<file path="src/rtl/stopwatch_pkg.sv">
// Shared types and timing constants for the stopwatch input-conditioning blocks.
// Default constants assume a 50 MHz core clock.
package stopwatch_pkg;

    typedef enum logic [1:0] {
        IDLE         = 2'd0,
        PRESS_WAIT   = 2'd1,
        PRESSED      = 2'd2,
        RELEASE_WAIT = 2'd3
    } btn_state_t;

    localparam int DEBOUNCE_10MS_50MHZ = 500000;
    localparam int LONG_1S_50MHZ       = 50000000;

    // The debounced level stays high for as long as a press is accepted,
    // including while a release is still being qualified.
    function automatic logic is_pressed_state(input btn_state_t st);
        return (st == PRESSED) || (st == RELEASE_WAIT);
    endfunction

endpackage

</file>
<file path="src/rtl/bit_synchronizer.sv">
// Two-flop synchroniser for a single asynchronous level; latency 2 cycles.
// No backpressure: samples every cycle, synchronous active-high reset to 0.
module bit_synchronizer (
    input  logic clk,
    input  logic reset,
    input  logic d_i,
    output logic q_o
);

    logic meta_q, meta_d;
    logic sync_q, sync_d;

    always_comb begin
        meta_d = d_i;
        sync_d = meta_q;
    end

    always_ff @(posedge clk) begin
        if (reset) begin
            meta_q <= 1'b0;
            sync_q <= 1'b0;
        end else begin
            meta_q <= meta_d;
            sync_q <= sync_d;
        end
    end

    assign q_o = sync_q;

endmodule

</file>
<file path="src/rtl/button_debouncer.sv">
// Debounces a raw push-button into a clean level plus press/release/long-press pulses.
// Latency DEBOUNCE_CYCLES+3 edges from stable input to output; no backpressure, outputs registered.
module button_debouncer
    import stopwatch_pkg::*;
#(
    parameter int DEBOUNCE_CYCLES = DEBOUNCE_10MS_50MHZ,
    parameter int LONG_CYCLES     = LONG_1S_50MHZ,
    parameter bit ACTIVE_LOW      = 1'b1
) (
    input  logic clk,
    input  logic reset,
    input  logic btn_i,
    output logic btn_level_o,
    output logic press_o,
    output logic release_o,
    output logic long_press_o
);

    localparam int DB_W   = $clog2(DEBOUNCE_CYCLES);
    localparam int HOLD_W = $clog2(LONG_CYCLES);

    localparam logic [DB_W-1:0]   DB_LAST   = DB_W'(DEBOUNCE_CYCLES - 1);
    localparam logic [HOLD_W-1:0] HOLD_LAST = HOLD_W'(LONG_CYCLES - 1);

    logic raw;
    logic s;

    btn_state_t        state_q, state_d;
    logic [DB_W-1:0]   db_cnt_q, db_cnt_d;
    logic [HOLD_W-1:0] hold_cnt_q, hold_cnt_d;
    logic [DB_W-1:0]   db_inc;
    logic [HOLD_W-1:0] hold_inc;
    logic              long_fired_q, long_fired_d;
    logic              level_q, level_d;
    logic              press_q, press_d;
    logic              release_q, release_d;
    logic              long_q, long_d;

    assign raw = ACTIVE_LOW ? ~btn_i : btn_i;

    bit_synchronizer u_sync (
        .clk   (clk),
        .reset (reset),
        .d_i   (raw),
        .q_o   (s)
    );

    assign db_inc   = db_cnt_q + DB_W'(1);
    assign hold_inc = hold_cnt_q + HOLD_W'(1);

    always_comb begin
        state_d      = state_q;
        db_cnt_d     = db_cnt_q;
        hold_cnt_d   = hold_cnt_q;
        long_fired_d = long_fired_q;
        press_d      = 1'b0;
        release_d    = 1'b0;
        long_d       = 1'b0;

        case (state_q)
            IDLE: begin
                long_fired_d = 1'b0;
                if (s) begin
                    state_d  = PRESS_WAIT;
                    db_cnt_d = '0;
                end
            end

            PRESS_WAIT: begin
                if (!s) begin
                    state_d = IDLE;
                end else if (db_cnt_q == DB_LAST) begin
                    state_d    = PRESSED;
                    hold_cnt_d = '0;
                    press_d    = 1'b1;
                end else begin
                    db_cnt_d = db_inc;
                end
            end

            PRESSED: begin
                // Hold time saturates; the flag keeps a very long hold to one pulse.
                if (hold_cnt_q != HOLD_LAST) begin
                    hold_cnt_d = hold_inc;
                    if ((hold_inc == HOLD_LAST) && !long_fired_q) begin
                        long_d       = 1'b1;
                        long_fired_d = 1'b1;
                    end
                end
                if (!s) begin
                    state_d  = RELEASE_WAIT;
                    db_cnt_d = '0;
                end
            end

            RELEASE_WAIT: begin
                if (s) begin
                    state_d = PRESSED;
                end else if (db_cnt_q == DB_LAST) begin
                    state_d      = IDLE;
                    long_fired_d = 1'b0;
                    release_d    = 1'b1;
                end else begin
                    db_cnt_d = db_inc;
                end
            end

            default: begin
                state_d = IDLE;
            end
        endcase

        level_d = is_pressed_state(state_d);
    end

    always_ff @(posedge clk) begin
        if (reset) begin
            state_q      <= IDLE;
            db_cnt_q     <= '0;
            hold_cnt_q   <= '0;
            long_fired_q <= 1'b0;
            level_q      <= 1'b0;
            press_q      <= 1'b0;
            release_q    <= 1'b0;
            long_q       <= 1'b0;
        end else begin
            state_q      <= state_d;
            db_cnt_q     <= db_cnt_d;
            hold_cnt_q   <= hold_cnt_d;
            long_fired_q <= long_fired_d;
            level_q      <= level_d;
            press_q      <= press_d;
            release_q    <= release_d;
            long_q       <= long_d;
        end
    end

    assign btn_level_o  = level_q;
    assign press_o      = press_q;
    assign release_o    = release_q;
    assign long_press_o = long_q;

    // Event pulses come from mutually exclusive transitions.
    a_pulses_exclusive: assert property (@(posedge clk) disable iff (reset)
        $onehot0({press_o, release_o, long_press_o}));

    a_long_while_pressed: assert property (@(posedge clk) disable iff (reset)
        long_press_o |-> btn_level_o);

endmodule

</file>
<file path="config.mk">
export PLATFORM = sky130hd
export DESIGN_NAME = button_debouncer
export DESIGN_NICKNAME = d
export VERILOG_FILES = /design/src/rtl/stopwatch_pkg.sv /design/src/rtl/bit_synchronizer.sv /design/src/rtl/button_debouncer.sv
export SDC_FILE = /design/constraint.sdc
export NUM_CORES = 1
export LEC_CHECK = 0
export ABC_AREA = 1
export ABC_CLOCK_PERIOD_IN_PS = 2200
export CAP_MARGIN = 40
export CORE_ASPECT_RATIO = 2
export CORE_MARGIN = 2
export CORE_UTILIZATION = 60
export DETAILED_ROUTE_END_ITERATION = 6
export GPL_ROUTABILITY_DRIVEN = 0
export GPL_TIMING_DRIVEN = 0
export HOLD_SLACK_MARGIN = 0.05
export PLACE_DENSITY_LB_ADDON = 0.2
export REMOVE_ABC_BUFFERS = 1
export SLEW_MARGIN = 10
export SYNTH_ARGS = -nofsm -noshare
export SYNTH_HDL_FRONTEND = slang
export SYNTH_SLANG_ARGS = --single-unit
</file>
<file path="constraint.sdc">
create_clock -name clk -period 2.2 [get_ports clk]
set_input_delay 0.22 -clock clk [delete_from_list [all_inputs] [get_ports clk]]
set_output_delay 0.22 -clock clk [all_outputs]
set_load 0.02 [all_outputs]
</file>
# Word-level counts from Yosys, hierarchy flattened
# Cells that the tools add are included.
word_totals:
  regBits: 54
  out_inout_bits: 4
  word_cells: 70
classes:
  add_sub_neg: 2
  eq_ne: 16
  mux: 24
  bitwise_logic: 6
  reduce_logical: 12
ops:
  columns: ["op", "count"]
  rows:
  - ["$mux W19", 5]
  - ["$mux W26", 3]
  - ["$pmux W19 S4", 1]
  - ["$pmux W26 S2", 1]
  - ["$add A26 B1 Y26 const B", 1]
  - ["$eq A26 B26 Y1 const B", 1]
  - ["$ne A26 B26 Y1 const B", 1]
  - ["$add A19 B1 Y19 const B", 1]
  - ["$eq A19 B19 Y1 const B", 1]
  - ["$mux W2", 6]
  - ["$ne A2 B2 Y1 const B", 6]
  - ["$reduce_or A3 Y1", 3]
  - ["$eq A2 B2 Y1 const B", 4]
  - ["$pmux W2 S4", 1]
  - ["$reduce_and A4 Y1", 2]
  - ["$mux W1", 6]
  - ["$not A1 Y1", 6]
  - ["$reduce_and A5 Y1", 1]
  - ["$ne A2 B1 Y1 const B", 2]
  - ["$pmux W1 S3", 1]
  - ["$reduce_bool A3 Y1", 1]
  - ["$eq A2 B1 Y1 const B", 1]
  - ["$logic_not A2 Y1", 1]
  - ["$reduce_bool A2 Y1", 1]
  - ["other kinds (3)", 3]

# Depth between registers and ports, before layout
# Gate-level depths: netlist (run 1).
depth:
  depth_word: 6
  mapped_depth: 17
  mapped_depth_nobuf: 17

# By module
# From an unflattened synthesis (run 1), not the netlist that was laid out.
hier_totals:
  hier_cells: 521
  area_unflattened_um2: 3318.2
modules_own_cells:
  columns: ["module", "instances", "cells_per_inst", "area_per_inst_um2", "seq_area_each_um2"]
  rows:
  - ["button_debouncer", 1, 515, 3263.1, 1021.0]
  - ["bit_synchronizer", 1, 6, 55.1, 40.0]

# Worst setup path after synthesis (run 1)
# No wires, ideal clock.
synth_timing:
  path_type: "reg2reg"
  from: "register hold_cnt_q[1]"
  to: "register long_fired_q"
  setup_ns: 0.115
  t_arrival_ns: 1.738
  required_ns: 2.085
  path_slack_ns: 0.347
  stages_incl_launch_ff: 15
  path_buffers: 0
  synth_period_minus_slack_ns: 1.853
  cell_sequence: "dfxtp_1 -> ha_1 -> nand2_2 -> nor2_8 -> nand3b_1 -> xor2_1 -> nand2_1 -> nor2_1 -> nand2_1 -> nor2_1 -> nand3_1 -> nand2_1 -> nand3_1 -> nand2_1 -> nor2_1"
synth_via:
  elab_chain_len: 5
synth_rtl:
  columns: ["item", "line", "text"]
  rows:
  - ["start: declaration", "button_debouncer.sv:30", "logic [HOLD_W-1:0] hold_cnt_q, hold_cnt_d;"]
  - ["start signal: assignment", "button_debouncer.sv:129", "hold_cnt_q <= hold_cnt_d;"]
  - ["$add A26 B1 Y26", "button_debouncer.sv:49", "assign hold_inc = hold_cnt_q + HOLD_W'(1);"]
  - ["$eq A26 B26 Y1", "button_debouncer.sv:85", "if ((hold_inc == HOLD_LAST) && !long_fired_q) begin"]
  - ["$logic_and A1 B1 Y1", "button_debouncer.sv:85", null]
  - ["$ne A2 B2 Y1 (no source line)", null, null]
  - ["$reduce_and A5 Y1 (no source line) (*)", null, null]
  - ["end signal: assignment", "button_debouncer.sv:130", "long_fired_q <= long_fired_d;"]
  - ["end: declaration", "button_debouncer.sv:33", "logic long_fired_q, long_fired_d;"]
# Every way passes the cells marked *; elsewhere a longest branch is shown, timed or not.
# A chain may end at the register's enable or synchronous reset.

# Worst setup path in the final report (run 1)
layout_timing:
  from: "register hold_cnt_q[1]"
  to: "register hold_cnt_q[21]"
layout_via:
  elab_chain_len: 3
layout_rtl:
  columns: ["item", "line"]
  rows:
  - ["$add A26 B1 Y26 / $ne A26 B26 Y1 (equally long branches)", "button_debouncer.sv:49, button_debouncer.sv:83"]
  - ["$mux W26 / $ne A2 B2 Y1 (equally long branches)", null]
  - ["$pmux W26 S2 / $reduce_and A4 Y1 (equally long branches)", null]
# Several ways; a longest one is shown, not always the timed one. The select of a mux whose other input is x is not followed.

==> results of run 1 <==
[critical path, stage by stage (launching register included)]
cell	delay, ns
dfxtp_4	0.39
ha_4	0.16
nand2_4	0.08
nor2_8	0.20
nand3_2	0.11
nor2_1	0.12
nand3_1	0.14
nand2_1	0.18
clkinvlp_4	0.18
buf_12	0.17
nand3_1	0.07
a21oi_1	0.07
[synthesized netlist by cell type (5+ instances only)]
master / count
nand2_1: 139
nand4_1: 19
nor4_1: 6
xor2_1: 6
clkbuf_1: 6
nor3_1: 17
nand2_2: 10
nor2_1: 59
o21ai_0: 10
dfxtp_1: 53
nor2_4: 5
nor2_2: 8
inv_2: 7
nand3_1: 38
a21oi_1: 40
inv_1: 58
[per-stage QoR]
| stage | worst slack, ns | power, W | std cells |
|---|---|---|---|
| 2_1_floorplan | 0.349 | 0.00100 | 503 |
| 3_3_place_gp | -0.682 | 0.00102 | 569 |
| 3_5_place_dp | -0.00758 | 0.00102 | 570 |
| 4_1_cts | 0.0420 | 0.00160 | 578 |
| 5_1_grt | -0.0483 | 0.00163 | 581 |
| 6_report | 0.193 | 0.00158 | 581 |
[logic make-up after synthesis]
family | after synthesis | share of synthesized area (%)
buffers and inverters | 74 | 8.78
XOR/XNOR | 7 | 1.88
AND/OR/NAND/NOR | 316 | 46.1
adder cells (fa/ha/maj) | 3 | 1.15
flip-flops | 53 | 32.5
AO/OA/AOI/OAI | 59 | 9.54
[state kept, by name, summed over array words and instances (netlist names)]
signal,cells
btn_level_o,1
db_cnt_q,19
hold_cnt_q,26
long_fired_q,1
long_press_o,1
press_o,1
release_o,1
state_q,1
u_sync.meta_q,1
u_sync.q_o,1
[per-layer routing]
metal	global-route usage, %	vias to the layer above	part of all wire, %
met3	5.02	14	3.7
met4	11.7	0	2.4
met2	42.4	60	48
met5	0	-	0
met1	34.8	1438	46
li1	-	1669	-
[how the worst min path moves through the flow]
| stage | startpoint | end | slack, ns | cells after the start |
|---|---|---|---|---|
| 6_report | btn_i | u_sync.meta_q$_SDFF_PP0_ | 0.41 | 2 |
| 5_1_grt | btn_i | u_sync.meta_q$_SDFF_PP0_ | 0.42 | 2 |
| 4_1_cts | u_sync.meta_q$_SDFF_PP0_ | u_sync.q_o$_SDFF_PP0_ | 0.41 | 2 |
| 3_5_place_dp | u_sync.meta_q$_SDFF_PP0_ | u_sync.q_o$_SDFF_PP0_ | 0.40 | 2 |
| 3_3_place_gp | u_sync.meta_q$_SDFF_PP0_ | u_sync.q_o$_SDFF_PP0_ | 0.40 | 2 |
| 2_1_floorplan | btn_i | u_sync.meta_q$_SDFF_PP0_ | 0.29 | 1 |
[power by group through the flow]
stage	Sequential [W]	Clock, W	Combinational, W
after floorplan	0.000986	0	0.0000166
after global placement	0.000987	0	0.0000361
after detailed placement	0.000987	0	0.0000349
after CTS	0.000965	0.000597	0.0000350
after global routing	0.000963	0.000629	0.0000402
final	0.000962	0.000579	0.0000355
[cell usage in the layout, fill, tap and decap left out, types with 2 or more instances in the layout]
master | netlist | final
clkbuf_8 | 0 | 5
inv_1 | 58 | 57
dfxtp_4 | 0 | 2
ha_1 | 3 | 2
or2_2 | 2 | 2
o22ai_1 | 2 | 2
nand2_2 | 10 | 9
a211oi_1 | 2 | 2
o21ai_1 | 2 | 2
nor2_2 | 8 | 12
nand3_2 | 2 | 2
nor3_1 | 17 | 16
inv_2 | 7 | 6
nand3b_1 | 3 | 3
nand2_1 | 139 | 138
buf_4 | 2 | 3
a21oi_1 | 40 | 40
nor2_1 | 59 | 55
clkdlybuf4s50_1 | 0 | 5
xor2_1 | 6 | 6
nand4_1 | 19 | 19
clkinvlp_4 | 0 | 2
dfxtp_2 | 0 | 5
nor2_8 | 2 | 2
nor4_1 | 6 | 6
nand2_4 | 3 | 5
o21ai_0 | 10 | 10
nor2_4 | 5 | 5
dfxtp_1 | 53 | 46
nand3_1 | 38 | 38
[cell type report]
| class | count | area (sq um) |
|---|---|---|
| Fill cell | 507 | 1770 |
| Multi-Input combinational cell | 385 | 1960 |
| Sequential cell | 53 | 1070 |
| Inverter | 65 | 253 |
| Tap cell | 60 | 75.1 |
| Clock inverter | 3 | 21.3 |
| Timing Repair Buffer | 10 | 97.6 |
| Clock buffer | 5 | 68.8 |
[repair_timing]
action | in CTS | in global routing
setup endpoints to repair | 26 | 33
hold buffers | 0 | 0
resized for setup | 3 | 21
setup buffers | 0 | 3
pin swaps | 0 | 4
==> run_results.csv, run 1 <==
group,metric,value,unit
synth,synth_top_area_share,32.5,%
clock_tree,cts_tree,"done",
worst_setup_path,critical_path.max_fanout,10,
synth,synth_edf_count,0,
global_routing,grt_usage,26.6,%
floorplanning,coreArea,0.00533,sq mm
synth,synth_ff_type,"dfxtp_1",
final_layout,fin_nets,526,
sta,fmax,498,MHz
status,status,"complete, no violations",
pwr,p_per_area,444,mW/mm^2
synth,yosysWarnings,0,
global_routing,grt-ovfl-total,0,
worst_hold_path,hp-class,"in -> reg",
drt,detail_route.drc_violations,0,
floorplanning,fp-row-count,38,
worst_setup_path,reg2reg_depth,11,
sta,slew_violations,0,
global_routing,grt_max_degree,37,
synth,yosys-top-cells-area,"dfxtp_1, nand2_1, nor2_1, inv_1, a21oi_1",
worst_setup_path,worstPathArrival,2.19,ns
final_layout,area_delta_synth_final,8.85,%
clock_tree,cts_sinks,53,
sta,rsz0062_at_grt,"yes",
synth,netlist_area,0.00326,sq mm
placed_design,dp_hpwl,5370,um
clock_tree,cts.reportedPaths.clkPinSlew,0.10,ns
drt,wl_per_cell,12.8,um
clock_tree,root_buffer,"clkbuf_8",
worst_setup_path,end_kind,"register",
synth,ys_seq_area_share,32.5,%
placed_design,dpl-instance-area,0.00336,sq mm
pwr,seq_power_share,61.0,%
floorplanning,die-area,0.00608,sq mm
worst_setup_path,critical_path_class,"reg -> reg",
global_routing,antenna_found_initial,0,
floorplanning,die_y,108,um
flow_run,cap_violations,0,
pwr,combPwrFrac,2.3,%
sta,timing.setup.tns,0,ns
final_layout,antenna-diode-count,0,
final_layout,utilization,66.7,%
sta,fin_crit,2.01,ns
drt,drt_iter0_drc,110,
synth,synth_seq_cells,53,
synth,avgSynthCellArea,6.38,sq um
worst_setup_path,cp-start-kind,"register",
pwr,pwr-share-clk,36.7,%
global_routing,first_global_vias,2931,
pwr,switching_share,24.3,%
clock_tree,cts_made_buffers,5,
worst_setup_path,r2r_end,"hold_cnt_q[21]$_SDFFE_PP0P_",
floorplanning,ioPinCount,7,
synth,synth_area_leader_cell,"dfxtp_1",
sta,max_slew.worst_pin.slew,0.743,ns
worst_setup_path,r2r_slack,0.19,ns
sta,clock_skew,0.0109,ns
drt,finalWirelength,7430,um
floorplanning,initial_utilization,61.3,%
synth,async_flop_share,0,%
sta,finalCritPeriodShare,91.2,%
pwr,p_sw,0.000383,W
sta,finalHoldViolCount,0,
clock_tree,worstSkewPairLatency,0.32,ns
sta,whs,0.409,ns
pwr,p_int,0.00119,W
clock_tree,cts.path.max_buffers,2,
drt,ant_nets,0,
global_routing,grt_pass1_wl,12900,um
floorplanning,fp.dieW,56.2,um
worst_setup_path,startpoint,"hold_cnt_q[1]$_SDFFE_PP0P_",
sta,max-slew-margin-rel,50.5,%
synth,ys_types,34,
drt,detail_route.vias_per_cell,5.48,
placed_design,io_buffers,6,
worst_setup_path,worst_r2r_startpoint,"hold_cnt_q[1]$_SDFFE_PP0P_",
final_layout,postLayoutCellArea,0.00355,sq mm
worst_setup_path,endpoint,"hold_cnt_q[21]$_SDFFE_PP0P_",
drt,dr.pass1.iters,5,
final_layout,drive_gt1_share,13.4,%
pwr,vdd_drop_max,0.647,mV
sta,setup_viol,0,
clock_tree,htree_num_levels,2,
pwr,power_leakage,1.30,nW
worst_setup_path,crit_required,2.38,ns
synth,synthCells,512,
drt,route.vias.total,3181,
(Power assumes the default switching activity.)
==> run 2, diff against run 1 <==
--- a/config.mk
+++ b/config.mk
@@ -9,7 +9,6 @@
 export ABC_CLOCK_PERIOD_IN_PS = 2200
 export CAP_MARGIN = 40
 export CORE_ASPECT_RATIO = 2
-export CORE_MARGIN = 2
 export CORE_UTILIZATION = 60
 export DETAILED_ROUTE_END_ITERATION = 6
 export GPL_ROUTABILITY_DRIVEN = 0
==> run 2 against run 1 <==
  * Clock-buffer cell count grew 2
  * Clock skew increased by 0.0025 ns
  * Die area fell by 5.3%
  * Worst setup slack got worse by 0.067 ns
  * Highest routed layer unchanged
==> run_results.csv, run 2 (synthesized netlist as in run 1, its figures left out) <==
group,metric,value,unit
final_layout,largest_register_ffs,26,
worst_setup_path,r2r_slack,0.13,ns
worst_setup_path,critical_path.max_fanout,25,
worst_hold_path,hp-class,"in -> reg",
drt,finalWirelength,8510,um
sta,max-slew-margin-rel,51.8,%
final_layout,antenna-diode-count,0,
sta,finalCritPeriodShare,94.3,%
final_layout,final_cell_mix,"nand2_1, inv_1, nor2_1",
clock_tree,cts_made_buffers,5,
clock_tree,cts.path.max_buffers,2,
worst_setup_path,cpPeakStageDelay,0.39,ns
worst_hold_path,whs_endpoint,"u_sync.meta_q$_SDFF_PP0_",
global_routing,antenna_found_initial,0,
sta,fin_crit,2.07,ns
final_layout,top_regs,"hold_cnt_q: 26 flops, db_cnt_q: 19 flops",
clock_tree,root_buffer,"clkbuf_8",
sta,max_slew.worst_pin.slew,0.722,ns
pwr,power_leakage,1.34,nW
clock_tree,cts_tree,"done",
final_layout,largest-register,"hold_cnt_q",
floorplanning,coreArea,0.00518,sq mm
final_layout,drive_gt1_share,16.6,%
sta,timing.setup.tns,0,ns
placed_design,dp_cells,567,
worst_setup_path,critical_path_class,"reg -> reg",
drt,route.vias.total,3333,
worst_setup_path,end_kind,"register",
final_layout,fin_nets,530,
status,status,"complete, no violations",
global_routing,grt-ovfl-total,0,
worst_setup_path,startpoint,"hold_cnt_q[0]$_SDFFE_PP0P_",
pwr,p_per_area,468,mW/mm^2
drt,ant_nets,0,
worst_setup_path,worst_r2r_startpoint,"hold_cnt_q[0]$_SDFFE_PP0P_",
floorplanning,die_y,106,um
sta,slew_violations,0,
floorplanning,fp-row-count,37,
global_routing,grt_pass1_wl,13900,um
final_layout,area_delta_synth_final,12.5,%
worst_setup_path,crit_top_cell,"nand2_1",
floorplanning,fp.dieW,54.2,um
worst_hold_path,min_from,"btn_i",
final_layout,final_common_cell,"nand2_1",
sta,clock_skew,0.0133,ns
clock_tree,cts.reportedPaths.clkPinSlew,0.10,ns
clock_tree,htree_num_levels,2,
floorplanning,initial_utilization,63.0,%
sta,setup_viol,0,
placed_design,dp_hpwl,6250,um
placed_design,io_buffers,6,
clock_tree,cts_sinks,53,
worst_setup_path,critPathBufInv,2,
worst_setup_path,crit_required,2.45,ns
sta,rsz0062_at_grt,"yes",
flow_run,cap_violations,0,
drt,drt_iter0_drc,100,
global_routing,grt_max_degree,37,
clock_tree,worstSkewPairLatency,0.33,ns
drt,dr.pass1.iters,4,
final_layout,utilization,70.8,%
floorplanning,ioPinCount,7,
drt,detail_route.drc_violations,0,
final_layout,fillers,448,
drt,detail_route.vias_per_cell,5.72,
global_routing,first_global_vias,3215,
worst_setup_path,crit_chain,"ha_4 > nand2_4 > nor2_8 > buf_6 > nand3_2 > nor2_1 > nand3_1 > nand2_1 > nand2_1 > clkinv_4 > nand2_1 > a21oi_1",
worst_setup_path,r2r_end,"hold_cnt_q[10]$_SDFFE_PP0P_",
final_layout,final_cells,583,
worst_setup_path,critical_path.top_delay_family,"simple AND/OR/NAND/NOR gates",
worst_setup_path,worstPathArrival,2.32,ns
worst_setup_path,crit_slowest_cell,"dfxtp_4",
worst_setup_path,reg2reg_depth,12,
sta,fmax,482,MHz
floorplanning,die-area,0.00576,sq mm
global_routing,grt_usage,33.1,%
drt,wl_per_cell,14.6,um
pwr,vdd_drop_max,0.589,mV
sta,finalHoldViolCount,0,
worst_hold_path,holdPathStages,2,
worst_setup_path,cp-start-kind,"register",
## run 2: changes by cell type in the layout (fill, tap and decap cells not counted), moves of 2 or more
| cell | change |
|---|---|
| buf_4 | +4 |
| dfxtp_1 | -4 |
| nand2_1 | -3 |
| nand2_2 | +3 |
| nor2_4 | +3 |
| dfxtp_2 | +2 |
| dfxtp_4 | +2 |
| inv_1 | -2 |
| inv_2 | +2 |
| nor2_2 | -2 |
## run 2: final cells by class
type | count | area (sq um) | area share (%)
Clock inverter | 1 | 30.0 | 0.818
Timing Repair Buffer | 14 | 119 | 3.24
Multi-Input combinational cell | 385 | 2030 | 55.2
Sequential cell | 53 | 1080 | 29.5
Tap cell | 58 | 72.6 | 1.98
Inverter | 65 | 253 | 6.88
Clock buffer | 7 | 86.3 | 2.35
## run 2: how the worst max path moves through the flow
stage,endpoint,slack (ns),cells after the start
after CTS,long_press_o$_SDFF_PP0_,0.0004,13
after detailed placement,hold_cnt_q[25]$_SDFFE_PP0P_,-0.04,11
after global routing,long_press_o$_SDFF_PP0_,-0.08,11
final,hold_cnt_q[10]$_SDFFE_PP0P_,0.13,12
after global placement,db_cnt_q[5]$_SDFFE_PP0P_,-0.72,4
after floorplan,long_fired_q$_SDFFE_PP0P_,0.35,14
## run 2: worst reg2reg max path, cell delays in order, from the launching register on
cell      delay, ns
dfxtp_4        0.39
ha_4           0.16
nand2_4        0.08
nor2_8         0.18
buf_6          0.13
nand3_2        0.11
nor2_1         0.12
nand3_1        0.12
nand2_1        0.15
nand2_1        0.15
clkinv_4       0.20
nand2_1        0.09
a21oi_1        0.12
## run 2: report_power, final
group	internal [W]	switching, W	leakage, nW
Combinational	0.00000879	0.0000300	0.843
Sequential	0.000957	0.00000349	0.434
Clock	0.000372	0.000348	0.0585
Total	0.00134	0.000381	1.34
## run 2: routing by layer
metal	part of all wire, %	GRT usage [%]
met5	0	0
met4	6.1	24.5
met3	3.5	7.30
met2	57	59.5
met1	33	28.9
## run 2: metrics by stage
step                      hold slack [ns]  total power [W]  worst slack (ns)  instance area (sq um)
after floorplan                     0.287          0.00100             0.349                   3220
after global placement              0.394          0.00102            -0.724                   3350
after detailed placement            0.401          0.00102           -0.0415                   3350
after CTS                           0.408          0.00172          0.000422                   3480
after global routing                0.435          0.00176           -0.0839                   3670
final                               0.408          0.00172             0.126                   3670
## run 2: what timing repair did
action | 4_1_cts | 5_1_grt
pin swaps | 1 | 10
hold buffers | 0 | 0
buffers inserted | 0 | 8
endpoints found under the setup margin | 28 | 34
gates resized for setup | 4 | 42
==> run 3, diff against run 2 <==
--- a/config.mk
+++ b/config.mk
@@ -15,6 +15,7 @@
 export GPL_TIMING_DRIVEN = 0
 export HOLD_SLACK_MARGIN = 0.05
 export PLACE_DENSITY_LB_ADDON = 0.2
+export RECOVER_POWER = 25
 export REMOVE_ABC_BUFFERS = 1
 export SLEW_MARGIN = 10
 export SYNTH_ARGS = -nofsm -noshare
==> run 3 against run 2 <==
  * Flip-flop and latch count is the same
  * Worst setup slack lost 0.020 ns
  * Power shrank 0.15%
  * Register-to-register slack lost 0.02 ns
  * Clock power is essentially flat
  * First-iteration DRC count is the same
  * Sequential share of layout area is the same
  * Clock-buffer cell count is the same
  * Clock skew shrank 0.0026 ns
  * Critical path depth is the same
  * Combinational power shrank 1%
==> run_results.csv, run 3 (synthesized netlist as in run 1, its figures left out) <==
group,metric,value,unit
final_layout,final_common_cell,"nand2_1",
worst_setup_path,crit_required,2.46,ns
final_layout,largest-register,"hold_cnt_q",
pwr,p_int,0.00134,W
sta,timing.setup.tns,0,ns
status,status,"complete, no violations",
clock_tree,cts_made_buffers,5,
drt,finalWirelength,8500,um
clock_tree,cts.path.max_buffers,2,
pwr,switching_share,22.1,%
floorplanning,ioPinCount,7,
sta,fmax,477,MHz
floorplanning,die-area,0.00576,sq mm
final_layout,multi_input_area,0.00203,sq mm
pwr,vdd_drop_max,0.589,mV
worst_setup_path,critical_path_class,"reg -> reg",
final_layout,fillers,448,
sta,setup_viol,0,
global_routing,grt_max_degree,37,
global_routing,antenna_found_initial,0,
floorplanning,fp-row-count,37,
drt,drt_iter0_drc,100,
flow_run,cap_violations,0,
floorplanning,initial_utilization,63.0,%
worst_setup_path,worstPathArrival,2.35,ns
sta,slew_violations,0,
worst_hold_path,min_from,"btn_i",
clock_tree,cts.reportedPaths.clkPinSlew,0.10,ns
worst_setup_path,cp-start-kind,"register",
pwr,pwr-share-clk,41.8,%
clock_tree,cts_sinks,53,
floorplanning,die_y,106,um
sta,finalHoldViolCount,0,
worst_setup_path,r2r_slack,0.11,ns
final_layout,regArea,0.00108,sq mm
clock_tree,cts_tree,"done",
pwr,p_sw,0.000379,W
sta,fin_ws,0.106,ns
sta,clock_skew,0.0107,ns
drt,dr.pass1.iters,4,
clock_tree,root_buffer,"clkbuf_8",
worst_hold_path,hp-class,"in -> reg",
worst_setup_path,r2r_end,"long_press_o$_SDFF_PP0_",
placed_design,post-place-ws,-0.0415,ns
clock_tree,ctsHoldBuffers,0,
drt,route.vias.total,3332,
final_layout,drive_gt1_share,16.4,%
floorplanning,fp.dieW,54.2,um
worst_hold_path,holdPathStages,2,
worst_setup_path,reg2reg_depth,12,
worst_hold_path,whs_endpoint,"u_sync.meta_q$_SDFF_PP0_",
sta,max-slew-margin-rel,52.5,%
clock_tree,worstSkewPairLatency,0.32,ns
clock_tree,htree_num_levels,2,
drt,detail_route.drc_violations,0,
global_routing,grt_usage,33.1,%
final_layout,largest_register_ffs,26,
sta,max_slew.worst_pin.slew,0.712,ns
final_layout,antenna-diode-count,0,
drt,ant_nets,0,
sta,finalCritPeriodShare,95.2,%
placed_design,dp_hpwl,6250,um
sta,fin_crit,2.09,ns
worst_setup_path,end_kind,"register",
drt,wl_per_cell,14.6,um
global_routing,grt-ovfl-total,0,
placed_design,io_buffers,6,
worst_setup_path,worst_r2r_startpoint,"hold_cnt_q[0]$_SDFFE_PP0P_",
floorplanning,coreArea,0.00518,sq mm
final_layout,area_delta_synth_final,12.5,%
global_routing,grt_pass1_wl,13900,um
pwr,seq_power_share,56.0,%
pwr,combPwrFrac,2.2,%
final_layout,top_regs,"hold_cnt_q: 26 flops, db_cnt_q: 19 flops",
final_layout,fin_nets,530,
final_layout,final_cell_mix,"nand2_1, inv_1, nor2_1",
worst_setup_path,critical_path.max_fanout,5,
sta,rsz0062_at_grt,"yes",
pwr,p_per_area,467,mW/mm^2
pwr,power_leakage,1.35,nW
drt,detail_route.vias_per_cell,5.72,
global_routing,first_global_vias,3215,
run 3: changes by cell type in the layout (fill, tap and decap cells not counted):
cell             change
clkdlybuf4s50_1      -4
dlygate4sd3_1        +4
inv_1                +1
inv_2                -1
run 3: per-stage QoR:
| step | total power, W | area (sq um) | hold WS (ns) | utilization, % | instances |
|---|---|---|---|---|---|
| finish | 0.00172 | 3670 | 0.406 | 70.8 | 583 |
| global route | 0.00176 | 3670 | 0.435 | 70.8 | 583 |
| CTS | 0.00172 | 3480 | 0.408 | 67.1 | 575 |
| detailed placement | 0.00102 | 3350 | 0.401 | 64.6 | 567 |
| global placement | 0.00102 | 3350 | 0.394 | 64.7 | 567 |
| floorplan | 0.00100 | 3220 | 0.287 | - | 503 |
run 3: critical path, cell delays in order, from the launching register on:
cell and delay (ns):
dfxtp_4 0.39, ha_4 0.16, nand2_4 0.08, nor2_8 0.18, buf_6 0.13, nand3_1 0.11, o21ai_1 0.14, nand2_1 0.12
nor2_2 0.15, nand2_1 0.06, nor4_1 0.16, nand4_1 0.20, nor2_1 0.15
run 3: power by group through the flow:
| stage | Clock, W | Sequential, W | Combinational, W |
|---|---|---|---|
| finish | 0.000718 | 0.000960 | 0.0000384 |
| CTS | 0.000721 | 0.000965 | 0.0000362 |
| global placement | 0 | 0.000987 | 0.0000362 |
| floorplan | 0 | 0.000986 | 0.0000166 |
| detailed placement | 0 | 0.000987 | 0.0000358 |
| global route | 0.000757 | 0.000961 | 0.0000423 |
run 3: area by class of cell:
class | instances | share of cell area [%]
sequential | 53 | 29.5
clock buffer | 7 | 2.35
timing repair buffer | 14 | 3.24
clock inverter | 1 | 0.818
tap | 58 | 1.98
multi-input combinational | 385 | 55.2
inverter | 65 | 6.88
run 3: metal layers:
metal | part of all wire (%) | GRT usage [%] | routed length, um | vias up
met5 | 0 | 0 | 0 | -
met2 | 57 | 59.5 | 4850 | 79
li1 | - | - | - | 1681
met1 | 33 | 28.9 | 2800 | 1532
met4 | 6.8 | 24.5 | 578 | 0
met3 | 3.2 | 7.30 | 271 | 40
run 3: how the worst max path moves through the flow:
stage,from,to,depth (start not counted)
2_1_floorplan,hold_cnt_q[1]$_SDFFE_PP0P_,long_fired_q$_SDFFE_PP0P_,14
3_3_place_gp,reset,db_cnt_q[5]$_SDFFE_PP0P_,4
3_5_place_dp,hold_cnt_q[1]$_SDFFE_PP0P_,hold_cnt_q[25]$_SDFFE_PP0P_,11
4_1_cts,hold_cnt_q[1]$_SDFFE_PP0P_,long_press_o$_SDFF_PP0_,13
5_1_grt,hold_cnt_q[8]$_SDFFE_PP0P_,long_press_o$_SDFF_PP0_,11
6_report,hold_cnt_q[0]$_SDFFE_PP0P_,long_press_o$_SDFF_PP0_,12
run 3: what timing repair did:
| item | 4_1_cts | 5_1_grt |
|---|---|---|
| gates cloned | 0 | 0 |
| pin swaps | 1 | 10 |
| gates resized for setup | 4 | 42 |
| setup buffers | 0 | 8 |
| endpoints found under the setup margin | 28 | 34 |
